<file path="config.mk">
export PLATFORM = sky130hd
export DESIGN_NAME = mem_word_ctrl_flat
export DESIGN_NICKNAME = d
export VERILOG_FILES = /design/src/rtl/mem_word_ctrl_if.sv /design/src/rtl/mem_word_ctrl.sv /design/src/flat_wrapper.sv
export SDC_FILE = /design/constraint.sdc
export NUM_CORES = 1
export LEC_CHECK = 0
export BUFFER_PORTS_ARGS = -buffer_cell sky130_fd_sc_hd__buf_2
export CAP_MARGIN = 20
export CELL_PAD_IN_SITES_DETAIL_PLACEMENT = 0
export CELL_PAD_IN_SITES_GLOBAL_PLACEMENT = 1
export CORE_AREA = 5 5 92 111
export DETAILED_ROUTE_END_ITERATION = 16
export DIE_AREA = 0 0 97 116
export PLACE_DENSITY_LB_ADDON = 0.05
export SYNTH_ARGS = -nofsm -noshare
export SYNTH_HDL_FRONTEND = slang
export SYNTH_SLANG_ARGS = --single-unit
</file>
<file path="constraint.sdc">
create_clock -name clk -period 2.45 [get_ports clk]
set_clock_uncertainty 0.15 [all_clocks]
set_input_delay 0.245 -clock clk [delete_from_list [all_inputs] [get_ports clk]]
set_output_delay 0.245 -clock clk [all_outputs]
set_load 0.1 [all_outputs]
</file>
<file path="src/rtl/mem_word_ctrl_if.sv">
// Request/response bundle between a requester and mem_word_ctrl.
//   master : drives req_valid/req_rw/req_size/req_addr/req_wdata,
//            receives req_ready/resp_valid/resp_rdata/addr_error.
//   slave  : the controller side (directions reversed).
//   req_rw   1 = read, 0 = write
//   req_size 0 = byte, 1 = 32-bit word
interface mem_word_ctrl_if;
  logic        req_valid;
  logic        req_ready;
  logic        req_rw;
  logic        req_size;
  logic [7:0]  req_addr;
  logic [31:0] req_wdata;
  logic        resp_valid;
  logic [31:0] resp_rdata;
  logic        addr_error;

  modport master (
    output req_valid, req_rw, req_size, req_addr, req_wdata,
    input  req_ready, resp_valid, resp_rdata, addr_error
  );

  modport slave (
    input  req_valid, req_rw, req_size, req_addr, req_wdata,
    output req_ready, resp_valid, resp_rdata, addr_error
  );
endinterface

</file>
<file path="src/rtl/mem_word_ctrl.sv">
// Byte/word access controller in front of a 256x8 RAM (ram256x8 style port).
// A word request is split into four byte accesses at base..base+3; every byte
// access is one SETUP cycle (address/direction/data settled, enable low)
// followed by one STROBE cycle (enable high, same values).
//
// Ports
//   clk        : rising-edge clock
//   reset_n    : asynchronous active-low reset
//   req        : request/response bundle (slave modport of mem_word_ctrl_if)
//   enable     : RAM chip enable
//   read_write : RAM direction, 1 = read, 0 = write (1 whenever idle)
//   address    : RAM byte address (holds its last value between accesses)
//   data_in    : RAM write byte (holds its last value between accesses)
//   data_out   : RAM read byte, combinational while enable=1 and read_write=1
//
// Parameter
//   BIG_ENDIAN : 1 = byte at the word address sits in bits 31:24,
//                0 = byte at the word address sits in bits 7:0
module mem_word_ctrl #(
  parameter bit BIG_ENDIAN = 1'b1
) (
  input  logic           clk,
  input  logic           reset_n,
  mem_word_ctrl_if.slave req,
  output logic           enable,
  output logic           read_write,
  output logic [7:0]     address,
  output logic [7:0]     data_in,
  input  logic [7:0]     data_out
);

  typedef enum logic [1:0] {IDLE, SETUP, STROBE, DONE} state_t;

  state_t      state_q, state_d;
  logic        rw_q;
  logic        size_q;
  logic [1:0]  cnt_q;       // byte offset within the current word
  logic [31:0] wdata_q;
  logic [31:0] rdata_q;
  logic        addr_err_q;

  logic        accept;
  logic        misaligned;
  logic        last_byte;

  // Physical lane (0 = bits 7:0) used for byte offset k of a word.
  function automatic logic [1:0] lane_of(input logic [1:0] k);
    return BIG_ENDIAN ? ~k : k;
  endfunction

  function automatic logic [7:0] lane_get(input logic [31:0] w, input logic [1:0] k);
    logic [7:0] b;
    case (lane_of(k))
      2'd0:    b = w[7:0];
      2'd1:    b = w[15:8];
      2'd2:    b = w[23:16];
      default: b = w[31:24];
    endcase
    return b;
  endfunction

  function automatic logic [31:0] lane_put(input logic [31:0] w, input logic [1:0] k,
                                           input logic [7:0] b);
    logic [31:0] r;
    r = w;
    case (lane_of(k))
      2'd0:    r[7:0]   = b;
      2'd1:    r[15:8]  = b;
      2'd2:    r[23:16] = b;
      default: r[31:24] = b;
    endcase
    return r;
  endfunction

  assign accept     = (state_q == IDLE) && req.req_valid;
  assign misaligned = req.req_size && (req.req_addr[1:0] != 2'b00);
  assign last_byte  = !size_q || (cnt_q == 2'd3);

  always_comb begin
    state_d        = state_q;
    enable         = 1'b0;
    read_write     = 1'b1;
    req.req_ready  = 1'b0;
    req.resp_valid = 1'b0;
    case (state_q)
      IDLE: begin
        req.req_ready = 1'b1;
        if (req.req_valid) state_d = misaligned ? DONE : SETUP;
      end
      SETUP: begin
        read_write = rw_q;
        state_d    = STROBE;
      end
      STROBE: begin
        enable     = 1'b1;
        read_write = rw_q;
        state_d    = last_byte ? DONE : SETUP;
      end
      DONE: begin
        req.resp_valid = 1'b1;
        state_d        = IDLE;
      end
      default: state_d = IDLE;
    endcase
  end

  assign req.resp_rdata = rdata_q;
  assign req.addr_error = addr_err_q;

  always_ff @(posedge clk or negedge reset_n) begin
    if (!reset_n) begin
      state_q    <= IDLE;
      rw_q       <= 1'b1;
      size_q     <= 1'b0;
      cnt_q      <= 2'd0;
      address    <= 8'd0;
      data_in    <= 8'd0;
      rdata_q    <= 32'd0;
      addr_err_q <= 1'b0;
    end else begin
      state_q <= state_d;
      if (accept) begin
        rw_q       <= req.req_rw;
        size_q     <= req.req_size;
        cnt_q      <= 2'd0;
        rdata_q    <= 32'd0;
        addr_err_q <= misaligned;
        // A rejected (misaligned) request never touches the RAM port, so
        // address/data_in keep whatever the previous access left there.
        if (!misaligned) begin
          address <= req.req_addr;
          data_in <= req.req_size ? lane_get(req.req_wdata, 2'd0) : req.req_wdata[7:0];
        end
      end else if (state_q == STROBE) begin
        // The read byte is taken on the edge that closes the strobe.
        if (rw_q) begin
          rdata_q <= size_q ? lane_put(rdata_q, cnt_q, data_out) : {24'd0, data_out};
        end
        if (!last_byte) begin
          cnt_q   <= cnt_q + 2'd1;
          address <= address + 8'd1;
          data_in <= lane_get(wdata_q, cnt_q + 2'd1);
        end
      end
    end
  end

  // Write data is only consumed while an access is running, so it needs no reset.
  always_ff @(posedge clk) begin
    if (accept) wdata_q <= req.req_wdata;
  end

endmodule

</file>
<file path="src/flat_wrapper.sv">
// flat-port wrapper written by rule: the top's interface ports become plain ports
module mem_word_ctrl_flat 
#(
  parameter bit BIG_ENDIAN = 1'b1
)
  (clk, reset_n, enable, read_write, address, data_in, data_out, req_req_valid, req_req_rw, req_req_size, req_req_addr, req_req_wdata, req_req_ready, req_resp_valid, req_resp_rdata, req_addr_error);
  mem_word_ctrl_if req_i ();
  input  logic clk;
  input  logic reset_n;
  output logic enable;
  output logic read_write;
  output logic [7:0] address;
  output logic [7:0] data_in;
  input  logic [7:0] data_out;
  input wire logic [$bits(req_i.req_valid)-1:0] req_req_valid;
  input wire logic [$bits(req_i.req_rw)-1:0] req_req_rw;
  input wire logic [$bits(req_i.req_size)-1:0] req_req_size;
  input wire logic [$bits(req_i.req_addr)-1:0] req_req_addr;
  input wire logic [$bits(req_i.req_wdata)-1:0] req_req_wdata;
  output wire logic [$bits(req_i.req_ready)-1:0] req_req_ready;
  output wire logic [$bits(req_i.resp_valid)-1:0] req_resp_valid;
  output wire logic [$bits(req_i.resp_rdata)-1:0] req_resp_rdata;
  output wire logic [$bits(req_i.addr_error)-1:0] req_addr_error;
  assign req_i.req_valid = req_req_valid;
  assign req_i.req_rw = req_req_rw;
  assign req_i.req_size = req_req_size;
  assign req_i.req_addr = req_req_addr;
  assign req_i.req_wdata = req_req_wdata;
  assign req_req_ready = req_i.req_ready;
  assign req_resp_valid = req_i.resp_valid;
  assign req_resp_rdata = req_i.resp_rdata;
  assign req_addr_error = req_i.addr_error;
  mem_word_ctrl #(.BIG_ENDIAN(BIG_ENDIAN)) u_core (.clk(clk), .reset_n(reset_n), .req(req_i), .enable(enable), .read_write(read_write), .address(address), .data_in(data_in), .data_out(data_out));
endmodule
</file>
Word-level counts from Yosys, hierarchy flattened
Index checks and enable logic that the tools add are counted.

Register bits: 87. Bits in latches: 0. Bits in writable memories: 0. Bits in read-only memories: 0. Bits of input ports: 53. Output and inout port bits: 53. Word-level logic and storage cells: 78. Memories kept: 0.

Add/subtract/negate cells: 2. $mul: 0. Div/mod/pow operators: 0. Magnitude comparators: 0. Eq/ne operators: 15. Shift-type cells: 0. Multiplexer cells: 29. Bitwise logic cells: 2. Reductions and logical operators: 18.

Operators with widths (count): $mux 32 (4); $mux 8 (13); $pmux 8 s3 (1); $reduce_and 3->1 (5); $mux 2 (6); $ne 3x3->1 const B (4); $eq 2x2->1 const B (5); $add 8x1->8 const B (1); $pmux 2 s4 (1); $eq 2x1->1 const B (3); $logic_not 2->1 (3); $reduce_bool 2->1 (3); $mux 1 (4); $ne 2x2->1 const B (2); $not 2->2 (2); $reduce_or 3->1 (1); $add 2x1->2 const B (1); $logic_and 1x1->1 (2); $ne 2x1->1 const B (1); $reduce_and 2->1 (1); $reduce_or 2->1 (1); $logic_not 1->1 (1); $logic_or 1x1->1 (1).

Logic depth before layout (Yosys ltp)
Word-level depth: 8. Mapped depth: 8. Depth with buffers taken out: 7.

Worst setup path after synthesis
No wires, ideal clock.

Path kind: reg2reg. Start: register u_core.state_q[0]. End: register u_core.wdata_q[0], enable pin. Library setup time: 0.373 ns. Data arrival time: 2.257 ns. Required time: 1.927 ns. Setup slack: -0.330 ns. Cell stages (with the launch flop): 7. Path buffers: 2. Clock period less this slack: 2.780 ns. Cells stage by stage: dfrtp_1 -> inv_1 -> ha_1 -> nand2_1 -> inv_1 -> buf_2 -> buf_2.

Longest elaborated chain between the ends: 2.

RTL lines: start: declaration (line mem_word_ctrl.sv:34) `state_t state_q, state_d;`; start signal: assignment (line mem_word_ctrl.sv:121) `state_q <= state_d;`; $logic_not 2->1 (line mem_word_ctrl.sv:75) `assign accept = (state_q == IDLE) && req.req_valid;`; $logic_and 1x1->1 (line mem_word_ctrl.sv:75); via u_core.accept (line mem_word_ctrl.sv:42) `logic accept;`; end signal: assignment (line mem_word_ctrl.sv:150) `if (accept) wdata_q <= req.req_wdata;`; end: declaration (line mem_word_ctrl.sv:38) `logic [31:0] wdata_q;`.

The timed path passes the listed nets, and every way through them passes these cells. A chain may end at the register's enable or synchronous reset.

Worst setup path after layout
Start: register u_core.state_q[1]. End: register u_core.address[6].

Longest elaborated chain between the ends: 4. Elaborated cells between the ends (all ways): 8. Classes of those cells: eq/ne: 3; mux: 1; reduce/logical: 4.

RTL lines: $logic_not 2->1 (line mem_word_ctrl.sv:75); $logic_and 1x1->1 (line mem_word_ctrl.sv:75); $ne 2x2->1 (no source line), or another cell as far along; $reduce_and 3->1 (no source line); end signal: assignment (line mem_word_ctrl.sv:131) `address <= req.req_addr;`; end signal: assignment (line mem_word_ctrl.sv:141) `address <= address + 8'd1;`; end: declaration (line mem_word_ctrl.sv:27) `output logic [7:0] address,`.

Several ways; a longest one is shown, not always the timed one.

==> metrics.md <==
| Metric | Value |
|---|---|
| Initial DRT Pass Iterations | 5 |
| Max Clk Rate | 455 MHz |
| Nets | 478 |
| Htree depth | 3 |
| Multi-input gate area | 1300 sq um |
| Flops & latches, synth | 79 |
| Slew Limit Fails | 0 |
| CTS Buffer Depth | 2 |
| Total Wirelength | 9200 microns |
| Reg-to-reg slack, setup | 0.25 ns |
| Avg Inst Size Synth | 13.0 sq um |
| DR WL/cell | 17.1 microns |
| Fillers | 840 |
| Synth Net Count | 333 |
| Synth Instances | 268 |
| Initial antenna violation count | 0 |
| Netlist cell types | 39 |
| Worst r2r path cells | 6 |
| Startpoint Class | register |
| Die Wd | 97 microns |
| CP Data Arrival Time | 2.29 ns |
| Initial core utilization | 38.8% |
| Hold path start | data_out[0] |
| Setup violators final | 0 |
| Synth Warn # | 0 |
| CTS tree | yes |
| Synth area leaders | dfrtp_1 (39%), edfxtp_1 (21%), mux2_2 (7.8%), ha_1 (4.3%), mux2i_1 (2.6%) |
| Worst setup EP type | register |
| Die area | 11,300 sq um |
| Die Y | 116 microns |
| DP HPWL | 6550 microns |
| RSZ-0062 raised after global routing | false |
| Critical Path Stages | 6 |
| Ys flop type | dfrtp_1 |
| Crit-path max FO | 15 |
| Worst path top cell family by delay | simple AND/OR/NAND/NOR gates |
| Placer's final routability congestion estimate | 0.768 |
| Post-synth top area share | 38.8% |
| Clock root buffer | clkbuf_8 |
| Max-Cap Viols | 0 |
| Critical path class | register to register |
| Critical path, cell by cell | inv_1, ha_2, nand2_1, inv_1, nand2_1, o221a_2 |
| Vias/cell | 5.15 |
| Hold EP | u_core.req.resp_rdata[0]$_DFFE_PN0P_ |
| Final ANT Viol Nets | 0 |
| Tot GR Track Use | 17.1% |
| Number of port buffers | 105 |
| Sinks on Clock Net | 79 |
| Mapped Area | 3480 sq um |
| R2R Path End | u_core.address[6]$_DFFE_PN0P_ |
| Fin crit period | 2.20 ns |
| Crit-path slowest cell | nand2_1 |
| Pin count of the biggest net entering global routing | 32 |
| Post-synth EDFFs | 24 |
| Num CTS Buffers | 9 |
| Initial DRC count | 161 |
| Hold Path Depth | 3 |
| Top-level I/O count | 106 |
| Skew-Pair Late Insertion Delay | 0.34 ns |
| Register Area | 2100 sq um |
| N_diodes | 0 |
| Buffers and inverters on the worst path | 2 |
| CP required | 2.54 ns |
| Slew of the pin with the lowest slew margin | 0.662 ns |
| Yosys top cell by area | dfrtp_1 |
| Setup TNS | 0 ns |
| Layout area overhead | 35.7% |
| Row count | 38 |
| First-pass GRT wire length | 15,200 microns |
| Worst rel slew slack | 55.9% |
| Sequential-to-total area share from yosys stat | 60.2% |
| Vias in the first global route | 2,896 |
| Via count | 2,769 |
| Share of cells above drive strength 1 | 39.2% |
| Ys async rst share | 69.6% |
| Core area | 8990 sq um |
| Status | completed |
| Critical R2R Launch | u_core.state_q[1]$_DFFE_PN0P_ |
| CP peak stage delay | 0.44 ns |
| Part of the cycle the worst path needs | 89.7% |
| DRC | 0 |
| Post-CTS Resized | 0 |
| GRT overflow | 0 |
| Reg clk slew, reported paths | 0.08 ns |
| Hold Crit Class | primary input to register |
| Final hold viol count | 0 |
==> worst min-delay path, stage by stage <==
cell and delay [ns]:
buf_2 0.09, mux2i_1 0.06, nor2_1 0.08
==> per-stage QoR <==
step | hold WS, ns | instance area (sq um) | setup WS [ns] | util, % | instances
after CTS | 0.000209 | 4730 | 0.240 | 52.6 | 538
after floorplan | -0.201 | 3490 | 0.00706 | - | 268
after global placement | 0.149 | 4200 | 0.313 | 46.7 | 490
after detailed placement | 0.163 | 4200 | 0.262 | 46.7 | 490
final | 0.0164 | 4730 | 0.252 | 52.6 | 538
after global routing | 0.00453 | 4730 | 0.00846 | 52.6 | 538
==> timing repair <==
action,4_1_cts,5_1_grt
buffers inserted,0,0
hold buffers,32,0
hold endpoints to repair,55,0
==> cells in the final DEF, fill, tap and decap left out, drive strengths merged <==
cell type    count
buf            114
dfrtp           54
dlygate4sd3     32
mux2            24
edfxtp          24
nor2            23
nand2           17
a21oi           13
ha              12
clkbuf          10
and3             9
mux2i            9
o21ai            9
a222oi           8
a221o            8
a22oi            8
inv              8
nand3            4
nor3             4
o32ai            3
clkinv           3
nand2b           2
o21a             2
xnor2            2
a211oi           2
a31oi            2
bufinv           2
nand3b           1
nor3b            1
o221a            1
a311oi           1
a221oi           1
o2bb2ai          1
and2             1
o22a             1
clkinvlp         1
dfstp            1
==> cell families after synthesis <==
group,share of synthesized area (%)
compound gates,13.5
xor+xnor,0.503
flops,60.2
buf+inv,2.62
simple gates,8.44
mux,10.3
fa+ha+maj,4.31
==> synthesized netlist by cell type (all sizes together), types with 2 or more instances <==
| cell | count |
|---|---|
| mux2 | 24 |
| xnor2 | 2 |
| edfxtp | 24 |
| o21a | 2 |
| dfrtp | 54 |
| nor2 | 23 |
| and3 | 9 |
| mux2i | 9 |
| a21oi | 13 |
| nand3 | 4 |
| a31oi | 2 |
| nor3 | 4 |
| inv | 8 |
| a222oi | 8 |
| o32ai | 3 |
| nand2b | 2 |
| nand2 | 17 |
| a22oi | 8 |
| ha | 12 |
| buf | 11 |
| a221o | 8 |
| a211oi | 2 |
| o21ai | 9 |
==> layout make-up <==
cell class | count | share of cell area [%]
Sequential cell | 79 | 44.4
Multi-Input combinational cell | 169 | 27.5
Timing Repair Buffer | 146 | 19.8
Tap cell | 120 | 3.18
Clock buffer | 10 | 2.70
Clock inverter | 6 | 1.80
Inverter | 8 | 0.635
==> worst max-delay path by stage <==
stage                                  startpoint                            end  slack [ns]
floorplan           u_core.state_q[0]$_DFFE_PN0P_    u_core.wdata_q[0]$_DFFE_PP_       0.007
global placement    u_core.state_q[0]$_DFFE_PN0P_  u_core.address[6]$_DFFE_PN0P_        0.31
detailed placement  u_core.state_q[1]$_DFFE_PN0P_  u_core.address[6]$_DFFE_PN0P_        0.26
CTS                 u_core.state_q[1]$_DFFE_PN0P_  u_core.address[6]$_DFFE_PN0P_        0.24
global route        u_core.state_q[0]$_DFFE_PN0P_  u_core.address[6]$_DFFE_PN0P_       0.008
finish              u_core.state_q[1]$_DFFE_PN0P_  u_core.address[6]$_DFFE_PN0P_        0.25
==> routing by layer <==
metal	vias up	GRT usage, %	part of all wire, %
li1	1300	-	-
met1	1364	21.2	43
met2	95	28.8	48
met3	10	4.52	6.9
met4	0	6.46	1.6
met5	-	0	0
==> state kept, by name, indices dropped and copies added, names as in the netlist <==
register and flops:
u_core.address 8, u_core.data_in 8, u_core.size_q 1, u_core.req.resp_rdata 32
u_core.cnt_q 2, u_core.state_q 2, u_core.wdata_q 24, u_core.rw_q 1
u_core.req.addr_error 1
Power is not shown: default switching activity piles up to over one toggle a cycle in this logic, so the estimate is an artifact.
